`src/rtl/pattern_sched_pkg.sv`:
```
// Shared types and constants for the pattern burst scheduler.
package pattern_sched_pkg;

  typedef enum logic [1:0] {
    ST_IDLE,
    ST_RUN,
    ST_DONE
  } state_t;

  localparam int LEN_W_DEF = 4;

  // Beat values packed low-index-first: 1, 9, 3, 5
  localparam logic [15:0] PATTERN = {4'd5, 4'd3, 4'd9, 4'd1};

  function automatic logic [3:0] pattern_at(input logic [1:0] i);
    return PATTERN[{i, 2'b00} +: 4];
  endfunction

endpackage

```
`src/rtl/pattern_step_gen.sv`:
```
// Steps through the pattern table; value is registered and zero whenever no beat is emitted.
module pattern_step_gen
  import pattern_sched_pkg::*;
(
  input  logic       clk,
  input  logic       rst_n,
  input  logic       enable,
  input  logic       clear,
  output logic [1:0] idx,
  output logic [3:0] value
);

  logic [1:0] idx_nxt;

  // clear with enable starts a burst at entry 0; enable alone advances
  assign idx_nxt = clear ? 2'd0 : idx + 2'd1;

  always_ff @(posedge clk or negedge rst_n) begin
    if (!rst_n) begin
      idx   <= 2'd0;
      value <= 4'd0;
    end else if (enable) begin
      idx   <= idx_nxt;
      value <= pattern_at(idx_nxt);
    end else begin
      idx   <= 2'd0;
      value <= 4'd0;
    end
  end

endmodule

```
`src/rtl/pattern_sched.sv`:
```
// Round-robin scheduler granting pattern bursts of 1..2**LEN_W beats to requester A or B.
module pattern_sched
  import pattern_sched_pkg::*;
#(
  parameter int LEN_W = LEN_W_DEF
) (
  input  logic             clk,
  input  logic             rst_n,
  input  logic             req_a,
  input  logic [LEN_W-1:0] len_a,
  input  logic             req_b,
  input  logic [LEN_W-1:0] len_b,
  input  logic             abort,
  output logic             gnt_a,
  output logic             gnt_b,
  output logic [3:0]       q,
  output logic             q_valid,
  output logic             done_a,
  output logic             done_b,
  output logic             busy
);

  localparam logic [LEN_W-1:0] LEN_ONE = 1;

  state_t           state;
  logic [LEN_W-1:0] len_q;
  logic [LEN_W-1:0] cnt;
  logic             last_b;
  logic             pick_a;
  logic             start;
  logic             cont;
  logic             last_beat;
  logic [1:0]       step_idx;

  assign pick_a    = req_a && (!req_b || last_b);
  assign start     = (state == ST_IDLE) && (req_a || req_b);
  // len 0 wraps to all-ones here, giving the full 2**LEN_W beats
  assign last_beat = (cnt == len_q - LEN_ONE);
  assign cont      = (state == ST_RUN) && !abort && !last_beat;

  pattern_step_gen u_step (
    .clk    (clk),
    .rst_n  (rst_n),
    .enable (start || cont),
    .clear  (!cont),
    .idx    (step_idx),
    .value  (q)
  );

  always_ff @(posedge clk or negedge rst_n) begin
    if (!rst_n) begin
      state   <= ST_IDLE;
      gnt_a   <= 1'b0;
      gnt_b   <= 1'b0;
      q_valid <= 1'b0;
      done_a  <= 1'b0;
      done_b  <= 1'b0;
      busy    <= 1'b0;
      len_q   <= '0;
      cnt     <= '0;
      last_b  <= 1'b1;
    end else begin
      done_a <= 1'b0;
      done_b <= 1'b0;
      unique case (state)
        ST_IDLE: begin
          if (start) begin
            state   <= ST_RUN;
            gnt_a   <= pick_a;
            gnt_b   <= !pick_a;
            len_q   <= pick_a ? len_a : len_b;
            cnt     <= '0;
            q_valid <= 1'b1;
            busy    <= 1'b1;
          end
        end
        ST_RUN: begin
          if (abort) begin
            state   <= ST_IDLE;
            gnt_a   <= 1'b0;
            gnt_b   <= 1'b0;
            q_valid <= 1'b0;
            busy    <= 1'b0;
            last_b  <= gnt_b;
          end else if (last_beat) begin
            state   <= ST_DONE;
            gnt_a   <= 1'b0;
            gnt_b   <= 1'b0;
            q_valid <= 1'b0;
            done_a  <= gnt_a;
            done_b  <= gnt_b;
            last_b  <= gnt_b;
          end else begin
            cnt <= cnt + LEN_ONE;
          end
        end
        ST_DONE: begin
          state <= ST_IDLE;
          busy  <= 1'b0;
        end
        default: state <= ST_IDLE;
      endcase
    end
  end

  a_gnt_excl: assert property (@(posedge clk) disable iff (!rst_n) !(gnt_a && gnt_b));
  a_vld_owner: assert property (@(posedge clk) disable iff (!rst_n) q_valid |-> (gnt_a ^ gnt_b));
  a_q_table: assert property (@(posedge clk) disable iff (!rst_n)
    q == (q_valid ? pattern_at(step_idx) : 4'd0));

endmodule

```
`config.mk`:
```
export PLATFORM = sky130hd
export DESIGN_NAME = pattern_sched
export DESIGN_NICKNAME = d
export VERILOG_FILES = /design/src/rtl/pattern_sched_pkg.sv /design/src/rtl/pattern_step_gen.sv /design/src/rtl/pattern_sched.sv
export SDC_FILE = /design/constraint.sdc
export NUM_CORES = 1
export LEC_CHECK = 0
export CAP_MARGIN = 20
export CORE_UTILIZATION = 38
export DETAILED_ROUTE_END_ITERATION = 8
export HOLD_SLACK_MARGIN = 0.05
export PLACE_DENSITY = 0.67
export SYNTH_ARGS = -nofsm -noshare
export SYNTH_HDL_FRONTEND = slang
export SYNTH_SLANG_ARGS = --single-unit
```
`constraint.sdc`:
```
create_clock -name clk -period 5.2 [get_ports clk]
set_input_delay 1.04 -clock clk [delete_from_list [all_inputs] [get_ports clk]]
set_output_delay 1.04 -clock clk [all_outputs]
set_load 0.01 [all_outputs]
```
After elaboration in Yosys (flattened, before gate mapping)

Index checks and enable logic that the tools add are counted.

Bits in registers: 23
Output and inout bits: 10
Input port bits: 13

Multiplexer cells: 30
Reductions and logical operators: 21
Add/subtract/negate cells: 3
Equality and inequality tests: 8
Shift-type cells: 1

Operators by type and width:

| operator                                                    | count |
|---|---|
| two-way mux 4 bit                                           | 5 |
| variable part select 16 x 5 -> 4 bit (first input constant) | 1 |
| two-way mux 1 bit                                           | 14 |
| two-way mux 2 bit                                           | 5 |
| != test 2 bit (second input constant)                       | 4 |
| case mux 4 bit (2 select lines)                             | 1 |
| case mux 1 bit (2 select lines)                             | 3 |
| AND reduction 2 bit                                         | 3 |
| AND reduction 3 bit                                         | 2 |
| adder 4 x 1 -> 4 bit (second input constant)                | 1 |
| == test 4 bit                                               | 1 |
| logical AND 1 bit                                           | 4 |
| logical NOT 1 bit                                           | 4 |
| case mux 2 bit (2 select lines)                             | 1 |
| AND reduction 4 bit                                         | 1 |
| nonzero test 2 bit                                          | 2 |
| subtractor 4 x 1 -> 4 bit (second input constant)           | 1 |
| logical OR 1 bit                                            | 3 |
| != test 3 bit (second input constant)                       | 1 |
| case mux 1 bit (3 select lines)                             | 1 |
| nonzero test 3 bit                                          | 1 |
| adder 2 x 1 -> 2 bit (second input constant)                | 1 |
| == test 2 x 1 -> 1 bit (second input constant)              | 1 |
| == test 2 bit (second input constant)                       | 1 |
| logical NOT 2 bit                                           | 1 |

Longest topological paths before layout

Gate-level depths: netlist (run 1).

Depth after elaboration: 7
Mapped depth: 7
Depth with buffers taken out: 6

By module

A second synthesis (run 1) with hierarchy kept.

Cells, all modules: 108
Area total of the unflattened synthesis: 1162.4 um2

Modules (own cells, without submodules):

| module           | area each (um2) | instances | cells each | seq. area each (um2) |
|---|---|---|---|---|
| pattern_sched    | 960.9           | 1         | 94         | 426.7 |
| pattern_step_gen | 201.4           | 1         | 14         | 150.1 |

Worst setup path after synthesis (run 1)

Ideal clock, no wire load.

Kind: in2reg
Start point: in abort
End point: reg cnt[3]
Slack: 3.181 ns
Arrival time: 1.933 ns
Stages: 5
Cell sequence: buf_4 or3b_2 nor4_1 o21ai_0 o211ai_1

Cells in the longest elaborated chain, start to end: 2

RTL lines:

| item                          | line                | text |
|---|---|---|
| from (decl)                   | pattern_sched.sv:13 | `input logic abort,` |
| != test 2 bit (no line)       | --                  |  |
| AND reduction 4 bit (no line) | --                  |  |
| to (signal assigned)          | pattern_sched.sv:94 | `cnt <= cnt + LEN_ONE;` |
| to (decl)                     | pattern_sched.sv:27 | `logic [LEN_W-1:0] cnt;` |

No other way between the ends.
A chain may end at the register's enable or synchronous reset.

Worst setup path in the final report (run 1)

Start point: in req_b
End point: reg cnt[3]

Cells in the longest elaborated chain, start to end: 4

RTL lines:

| item                          | line                | text |
|---|---|---|
| from (decl)                   | pattern_sched.sv:11 | `input logic req_b,` |
| logical OR 1 bit              | pattern_sched.sv:36 | `assign start = (state == ST_IDLE) && (req_a \|\| req_b);` |
| logical AND 1 bit             | pattern_sched.sv:36 |  |
| != test 2 bit (no line)       | --                  |  |
| AND reduction 4 bit (no line) | --                  |  |

No other way between the ends.

==> results of run 1 <==
==> routing by layer <==
metal	vias to the layer above	share of wire [%]	global-route usage (%)
met5	-	0	0
li1	496	-	-
met4	0	2.0	10.6
met3	6	4.8	1.31
met1	495	45	24.5
met2	31	48	27.9
==> worst max path at each step <==
stage                     start            endpoint  cells past startpoint
after floorplan           abort  cnt[3]$_DFFE_PN0P_                      5
after global placement    req_b   gnt_b$_DFFE_PN0P_                      5
after detailed placement  req_a   gnt_b$_DFFE_PN0P_                      5
after CTS                 req_b   gnt_b$_DFFE_PN0P_                      5
after global routing      req_b  cnt[3]$_DFFE_PN0P_                      5
final                     req_b  cnt[3]$_DFFE_PN0P_                      5
==> cell usage in the layout, fill, tap and decap left out, types with 4 or more instances in the layout <==
cell,n
ha_1,5
clkbuf_4,4
clkdlybuf4s50_1,22
nand2b_1,4
mux2i_1,4
inv_1,8
a21oi_1,5
dfrtp_1,22
nor4_1,4
o21ai_0,9
nor2_1,8
o211ai_1,4
nand2_1,15
==> power breakdown <==
group | total (mW) | internal, mW | switching (mW)
Sequential | 0.302 | 0.244 | 0.0581
Combinational | 0.465 | 0.205 | 0.260
Clock | 0.0888 | 0.0294 | 0.0593
==> registers in the layout, indices dropped and copies added (netlist names), 2 cells and up <==
register and count:
cnt 4, len_q 4, state 2, u_step.idx 2, u_step.value 4
==> kinds of logic after synthesis <==
logic type                 count (synthesis)  synth area share, %
buffers and inverters                     12                 4.46
xor gates and xnor gates                   7                 7.14
muxes                                      4                 3.17
and+or+nand+nor                           43                 17.8
DFF                                       23                 45.7
AOI/OAI and AO/OA                         32                 16.8
adders and majority gates                  5                 4.96
==> stage by stage <==
stage	hold WS, ns	area, sq um	setup slack [ns]	power [mW]	cells
after floorplan	0.465	1260	3.18	0.628	126
after global placement	0.479	1510	2.30	0.742	188
after detailed placement	0.490	1510	2.19	0.761	188
after CTS	0.510	1540	2.55	0.848	192
after global routing	0.529	1580	2.62	0.931	194
final	0.509	1580	2.79	0.856	194
==> cell type report <==
class                           instances  area [sq um]
Clock buffer                            3          22.5
Clock inverter                          1          7.51
Fill cell                             320          1530
Inverter                                8          30.0
Multi-Input combinational cell         91           628
Sequential cell                        23           577
Tap cell                               44          55.1
Timing Repair Buffer                   24           255
==> flow_metrics.env, run 1 <==
export IMPL_grt_antenna_before_repair=0
export IMPL_synth_top_cell_by_area="dfrtp_1"
export IMPL_cts_resized=0
export IMPL_fmax_ghz=0.415
export IMPL_drtPass1Iterations=4
export IMPL_wl_microns=2750
export IMPL_synth_edff_count=0
export IMPL_grt_pass1_wl_microns=4640
export IMPL_crit_path_end_kind="flop"
export IMPL_synth_area_top_cells="dfrtp_1 44%, ha_1 5.0%, nand2_1 4.5%"
export IMPL_drv_slew=0
export IMPL_yosys_warnings=0
export IMPL_worstSetupStartpointType="input pin"
export IMPL_nNetsFinal=169
export IMPL_rows=20
export IMPL_r2r_worst_path_cells=6
export IMPL_synthTopCellsByCount="22 x dfrtp_1, 15 x nand2_1, 9 x o21ai_0, 8 x inv_1, 8 x nor2_1"
export IMPL_postCtsSetupRepairBufs=0
export IMPL_rrSetupSlack_ns=3.20
export IMPL_drive_above_1_share_pct=9.33
export IMPL_initial_core_util_pct=40.6
export IMPL_synth_avg_cell_area_sq_um=10.0
export IMPL_remaining_drc_errors=0
export IMPL_synthToLayoutAreaGrowth_pct=24.9
export IMPL_viasPerCell=5.30
export IMPL_synth_most_common_cell="dfrtp_1"
export IMPL_crit_family="simple AND/OR/NAND/NOR gates"
export IMPL_clk_latency_ns=0.32
export IMPL_synth_top_cell_area_share_pct=43.7
export IMPL_cts_sinks=23
export IMPL_min_path_type="flop to flop"
export IMPL_cpPeakStageDelay_ns=0.69
export IMPL_crit_arrival_ns=2.61
export IMPL_rsz0062_at_grt="false"
export IMPL_status="finished clean"
export IMPL_cp_max_fo=7
export IMPL_leakage_nw=0.664
export IMPL_grt_ovfl_total=0
export IMPL_fin_skew_ns=0.00193
export IMPL_die_x_microns=59.6
export IMPL_worst_setup_path_type="input pin to flop"
export IMPL_drtIter0Drc=58
export IMPL_ys_seq_area_share_pct=45.7
export IMPL_synth_seq_cells=23
export IMPL_r2r_start="state[1]$_DFFE_PN0P_"
export IMPL_hold_path_depth=1
export IMPL_die_h_microns=59.6
export IMPL_numPortBuffers=22
export IMPL_gp_congestion=0.846
export IMPL_critPathRequiredTime_ns=5.40
export IMPL_maxSlewHeadroom_pct=47.4
export IMPL_worstHoldStart="u_step.idx[1]$_DFF_PN0_"
export IMPL_synth_distinct_cells=38
export IMPL_syn_num_nets=144
export IMPL_cap_violations=0
export IMPL_fin_util_pct=50.8
export IMPL_r2r_end="u_step.value[2]$_DFF_PN0_"
export IMPL_grt_max_degree=24
export IMPL_clk_path_buf_depth=2
export IMPL_core_area_sq_um=3100
export IMPL_setup_tns_ns=0
export IMPL_synthFlopType="dfrtp_1"
export IMPL_cts_buffers=3
export IMPL_clkTransAtPathRegs_ns=0.14
export IMPL_grt_pass1_vias=1018
export IMPL_num_io_pins=23
export IMPL_antenna_cells=0
export IMPL_wire_per_inst_microns=14.2
export IMPL_dp_hpwl_microns=1980
export IMPL_syn_inst=126
export IMPL_htree_levels=1
export IMPL_cts_hold_fix_buffers=0
export IMPL_power_density_nw_per_um2=543
export IMPL_peakVddDrop_mv=0.210
export IMPL_num_vias=1028
export IMPL_slowest_stage="nor3b_1"
export IMPL_critPathBufInv=1
export IMPL_tritoncts="yes"
export IMPL_path_cells="clkdlybuf4s50_1 -> nor3b_1 -> nor4_1 -> o21ai_0 -> o211ai_1"
export IMPL_hold_path_end="u_step.value[1]$_DFF_PN0_"
export IMPL_cts_root_buf="clkbuf_4"
export IMPL_ys_async_sr_fraction_pct=100
export IMPL_tightestPinTransition_ns=0.788
export IMPL_period_needed_ns=2.41
export IMPL_die_area_sq_um=3550
export IMPL_grt_usage_pct=17.9
export IMPL_setup_viol=0
export IMPL_synthesis_area_sq_um=1260
export IMPL_final_antenna_net_count=0
export IMPL_finalHoldViolations=0
export IMPL_fin_crit_sh_pct=46.3
(Power assumes the default switching activity.)
==> run 2, diff against run 1 <==
PLACE_DENSITY = 0.69   (was 0.67)
clock period = 2.2 ns   (was 5.2 ns; I/O delays follow)
==> run 2 against run 1 <==
  * Global-route usage decreased by 1.4 points
  * Hold slack worse by 0.038 ns
  * Cell area barely moved
  * Clock power increased by 120%
==> flow_metrics.env, run 2 (synthesis gave the netlist of run 1 again) <==
export IMPL_die_h_microns=59.6
export IMPL_grt_ovfl_total=0
export IMPL_drtIter0Drc=23
export IMPL_cts_hold_fix_buffers=0
export IMPL_die_area_sq_um=3550
export IMPL_tightestPinTransition_ns=0.605
export IMPL_min_path_type="input pin to asynchronous set/reset pin"
export IMPL_grt_pass1_vias=1001
export IMPL_final_cell_mix="22 x dfrtp_1, 22 x clkdlybuf4s50_1, 15 x nand2_1"
export IMPL_cts_buffers=3
export IMPL_worst_setup_path_type="flop to flop"
export IMPL_tritoncts="yes"
export IMPL_numPortBuffers=22
export IMPL_worstSetupStartpointType="flop"
export IMPL_power_density_nw_per_um2=1270
export IMPL_finalHoldViolations=0
export IMPL_dpl_cell_area_sq_um=1550
export IMPL_instances_no_fill=197
export IMPL_grt_pass1_wl_microns=4400
export IMPL_status="finished clean"
export IMPL_fin_skew_ns=0.00544
export IMPL_fmax_ghz=0.504
export IMPL_setup_tns_ns=0
export IMPL_maxSlewHeadroom_pct=59.3
export IMPL_reg_top3="cnt: 4 flops, len_q: 4 flops, u_step.value: 4 flops"
export IMPL_post_route_cell_area_sq_um=1580
export IMPL_htree_levels=1
export IMPL_nNetsFinal=172
export IMPL_peakVddDrop_mv=0.448
export IMPL_final_antenna_net_count=0
export IMPL_dpl_cell_count=193
export IMPL_synthToLayoutAreaGrowth_pct=25.0
export IMPL_viasPerCell=5.17
export IMPL_wl_microns=2630
export IMPL_core_area_sq_um=3100
export IMPL_num_vias=1018
export IMPL_num_io_pins=23
export IMPL_grt_antenna_before_repair=0
export IMPL_fin_crit_sh_pct=90.1
export IMPL_remaining_drc_errors=0
export IMPL_crit_arrival_ns=2.16
export IMPL_clk_latency_ns=0.31
export IMPL_fin_hold_ws_ns=0.471
export IMPL_critPathRequiredTime_ns=2.38
export IMPL_rows=20
export IMPL_drv_slew=0
export IMPL_period_needed_ns=1.98
export IMPL_cts_root_buf="clkbuf_4"
export IMPL_initial_core_util_pct=40.6
export IMPL_gp_congestion=0.925
export IMPL_cap_violations=0
export IMPL_setup_viol=0
export IMPL_clkTransAtPathRegs_ns=0.12
export IMPL_cts_sinks=23
export IMPL_antenna_cells=0
export IMPL_fill_cells=314
export IMPL_grt_max_degree=24
export IMPL_grt_usage_pct=16.5
export IMPL_r2r_worst_path_cells=6
export IMPL_leakage_nw=0.672
export IMPL_die_x_microns=59.6
export IMPL_drive_above_1_share_pct=11.1
export IMPL_clk_path_buf_depth=2
export IMPL_rsz0062_at_grt="false"
export IMPL_cp_max_fo=9
export IMPL_wire_per_inst_microns=13.4
export IMPL_crit_path_end_kind="flop"
export IMPL_dp_hpwl_microns=2000
export IMPL_drtPass1Iterations=4
## run 2: through the flow
stage | power [mW] | setup WS [ns] | util, %
6_report | 2.00 | 0.217 | 50.8
5_1_grt | 2.16 | 0.111 | 50.8
4_1_cts | 2.02 | 0.212 | 50.7
3_5_place_dp | 1.82 | 0.173 | 49.9
3_3_place_gp | 1.79 | 0.230 | 49.9
2_1_floorplan | 1.48 | 0.472 | -
## run 2: layout make-up
cell class | count | area, sq um | share of cell area (%)
Multi-Input combinational cell | 91 | 631 | 40.0
Sequential cell | 23 | 577 | 36.6
Timing Repair Buffer | 27 | 258 | 16.3
Tap cell | 44 | 55.1 | 3.49
Inverter | 8 | 30.0 | 1.90
Clock buffer | 4 | 26.3 | 1.67
## run 2: worst max-delay path: stages, from the launching register on
cell     delay (ns)
dfrtp_1        0.45
inv_1          0.06
ha_1           0.19
xnor3_1        0.38
nand3_1        0.24
o21ai_2        0.39
a31oi_1        0.14
## run 2: path summary, 6_finish.rpt
kind                            slack [ns]                    start                   endpoint
worst max register to register        0.22     len_q[0]$_DFFE_PN0P_        q_valid$_DFFE_PN0P_
worst min-delay path                  0.47                    rst_n           busy$_DFFE_PN0P_
min in group clk                      0.51  u_step.idx[1]$_DFF_PN0_  u_step.value[3]$_DFF_PN0_
worst min register to register        0.51  u_step.idx[1]$_DFF_PN0_  u_step.value[3]$_DFF_PN0_
max in group asynchronous             1.45                    rst_n         last_b$_DFFE_PN1P_
worst max-delay path                  0.22     len_q[0]$_DFFE_PN0P_        q_valid$_DFFE_PN0P_
## run 2: routing by layer
metal,vias up,share of wire (%),track usage [%],wire length [microns]
li1,504,-,-,-
met1,487,46,21.9,1210
met2,22,49,25.8,1280
met3,5,3.7,1.31,97
met4,0,1.9,10.6,49
met5,-,0,0,0
## run 2: power breakdown
part / total [mW] / leakage [nW] / switching [mW] / internal, mW
Combinational: 1.10 / 0.360 / 0.605 / 0.493
Sequential: 0.713 / 0.297 / 0.137 / 0.576
Clock: 0.193 / 0.0150 / 0.122 / 0.0707
Total: 2.00 / 0.672 / 0.865 / 1.14
## run 2: repair_timing
action,4_1_cts,5_1_grt
setup endpoints to repair,0,1
setup buffers,0,0
gates resized for setup,0,1
==> run 3, diff against run 2 <==
CORE_ASPECT_RATIO = 1.75   (was unset)
==> run 3 against run 2 <==
  * Hold slack improved by 0.035 ns
  * Sequential power about the same
  * Combinational power rose by 9%
  * Register-to-register slack hardly changed
  * Die area is 0.26% higher
  * Final cell count rose by 0.51%
  * Total power rose by 8.8%
  * Critical path depth grew 1
  * Sequential share of layout area fell by 0.71 points
  * Clock skew hardly changed
  * Critical endpoint is now cnt[1]$_DFFE_PN0P_
==> flow_metrics.env, run 3 (synthesis gave the netlist of run 1 again) <==
export IMPL_grt_ovfl_total=0
export IMPL_clk_path_buf_depth=2
export IMPL_cap_violations=0
export IMPL_seq_area_sq_um=577
export IMPL_grt_usage_pct=18.0
export IMPL_crit_start="len_q[0]$_DFFE_PN0P_"
export IMPL_viasPerCell=5.54
export IMPL_tritoncts="yes"
export IMPL_power_mw=2.18
export IMPL_remaining_drc_errors=0
export IMPL_final_cell_mix="22 x dfrtp_1, 22 x clkdlybuf4s50_1, 15 x nand2_1"
export IMPL_numPortBuffers=22
export IMPL_min_path_type="input pin to asynchronous set/reset pin"
export IMPL_period_needed_ns=1.99
export IMPL_r2r_end="cnt[1]$_DFFE_PN0P_"
export IMPL_fmax_ghz=0.504
export IMPL_worstSetupStartpointType="flop"
export IMPL_cp_depth=7
export IMPL_core_area_sq_um=3140
export IMPL_power_density_nw_per_um2=1360
export IMPL_die_x_microns=45.6
export IMPL_fill_cells=283
export IMPL_drtIter0Drc=33
export IMPL_antenna_cells=0
export IMPL_fin_skew_ns=0.00527
export IMPL_r2r_worst_path_cells=7
export IMPL_clkTransAtPathRegs_ns=0.09
export IMPL_peakVddDrop_mv=0.817
export IMPL_cp_max_fo=5
export IMPL_htree_levels=1
export IMPL_rsz0062_at_grt="false"
export IMPL_crit_path_end_kind="flop"
export IMPL_drv_slew=0
export IMPL_reg_top3="cnt: 4 flops, len_q: 4 flops, u_step.value: 4 flops"
export IMPL_postCtsSetupRepairBufs=0
export IMPL_cts_buffers=3
export IMPL_num_vias=1096
export IMPL_synthToLayoutAreaGrowth_pct=27.5
export IMPL_maxSlewHeadroom_pct=53.3
export IMPL_tightestPinTransition_ns=0.694
export IMPL_critical_path_endpoint="cnt[1]$_DFFE_PN0P_"
export IMPL_die_h_microns=78.2
export IMPL_setup_viol=0
export IMPL_critPathBufInv=2
export IMPL_final_antenna_net_count=0
export IMPL_grt_pass1_wl_microns=4750
export IMPL_grt_antenna_before_repair=0
export IMPL_cts_hold_fix_buffers=0
export IMPL_grt_pass1_vias=1111
export IMPL_die_area_sq_um=3560
export IMPL_rows=27
export IMPL_cts_sinks=23
export IMPL_setup_tns_ns=0
export IMPL_initial_core_util_pct=40.1
export IMPL_status="finished clean"
export IMPL_num_io_pins=23
export IMPL_grt_max_degree=24
export IMPL_clk_latency_ns=0.27
export IMPL_wire_per_inst_microns=14.5
export IMPL_nNetsFinal=174
export IMPL_drtPass1Iterations=4
export IMPL_multiInputGateArea_sq_um=628
export IMPL_wl_microns=2870
export IMPL_rrSetupSlack_ns=0.21
export IMPL_fin_crit_sh_pct=90.3
export IMPL_gp_congestion=0.918
export IMPL_dp_hpwl_microns=2220
export IMPL_crit_family="flip-flops"
export IMPL_finalHoldViolations=0
export IMPL_cpPeakStageDelay_ns=0.42
export IMPL_critPathRequiredTime_ns=2.40
export IMPL_leakage_nw=0.691
export IMPL_drive_above_1_share_pct=12.3
export IMPL_crit_arrival_ns=2.18
export IMPL_path_cells="inv_1 -> ha_1 -> xnor3_1 -> nand3_1 -> buf_4 -> o311ai_1 -> o2bb2ai_1"
export IMPL_slowest_stage="dfrtp_1"
export IMPL_worst_setup_path_type="flop to flop"
export IMPL_cts_resized=0
export IMPL_r2r_start="len_q[0]$_DFFE_PN0P_"
export IMPL_cts_root_buf="clkbuf_8"
## run 3: changes by cell type in the layout (fill, tap and decap cells not counted), sizes merged
cell / change
clkbuf: -1
buf: +2
clkinv: +1
## run 3: layout make-up
class	instances	area share, %
clock buffer	3	2.57
multi-input combinational	91	39.1
sequential	23	35.9
inverter	8	1.87
timing repair buffer	29	17.0
clock inverter	1	0.311
tap	43	3.35
## run 3: worst min-delay path by stage
stage / slack (ns) / startpoint / endpoint / depth (start not counted)
after CTS: 0.51 / u_step.idx[1]$_DFF_PN0_ / u_step.value[1]$_DFF_PN0_ / 1
after floorplan: 0.14 / rst_n / busy$_DFFE_PN0P_ / 0
final: 0.51 / rst_n / u_step.value[2]$_DFF_PN0_ / 2
after global routing: 0.54 / busy$_DFFE_PN0P_ / busy$_DFFE_PN0P_ / 2
after global placement: 0.48 / busy$_DFFE_PN0P_ / busy$_DFFE_PN0P_ / 2
after detailed placement: 0.49 / u_step.idx[1]$_DFF_PN0_ / u_step.value[1]$_DFF_PN0_ / 1
## run 3: power by group
part           switching [mW]  internal, mW  total, mW
Combinational           0.652         0.545       1.20
Sequential              0.135         0.577      0.711
Clock                   0.144         0.127      0.271
Total                   0.932          1.25       2.18
## run 3: routing by layer
layer  track usage [%]  vias up  part of all wire (%)
met5                 0        -                     0
met4              9.39        0                   3.1
met3              3.45       10                   5.9
met2              32.3       54                    56
met1              18.2      523                    35
li1                  -      509                     -
## run 3: metrics by stage
| step | worst slack (ns) | instances | hold WS (ns) | instance area, sq um | utilization [%] |
|---|---|---|---|---|---|
| final | 0.214 | 198 | 0.506 | 1610 | 51.2 |
| after CTS | 0.240 | 198 | 0.509 | 1610 | 51.2 |
| after floorplan | 0.472 | 126 | 0.144 | 1260 | - |
| after global placement | 0.166 | 194 | 0.482 | 1560 | 49.7 |
| after detailed placement | 0.0777 | 194 | 0.486 | 1560 | 49.7 |
| after global routing | 0.0917 | 198 | 0.540 | 1610 | 51.2 |
## run 3: worst reg2reg max path: stages, from the launching register on
cell       delay (ns)
dfrtp_1          0.42
inv_1            0.07
ha_1             0.19
xnor3_1          0.38
nand3_1          0.25
buf_4            0.24
o311ai_1         0.23
o2bb2ai_1        0.15
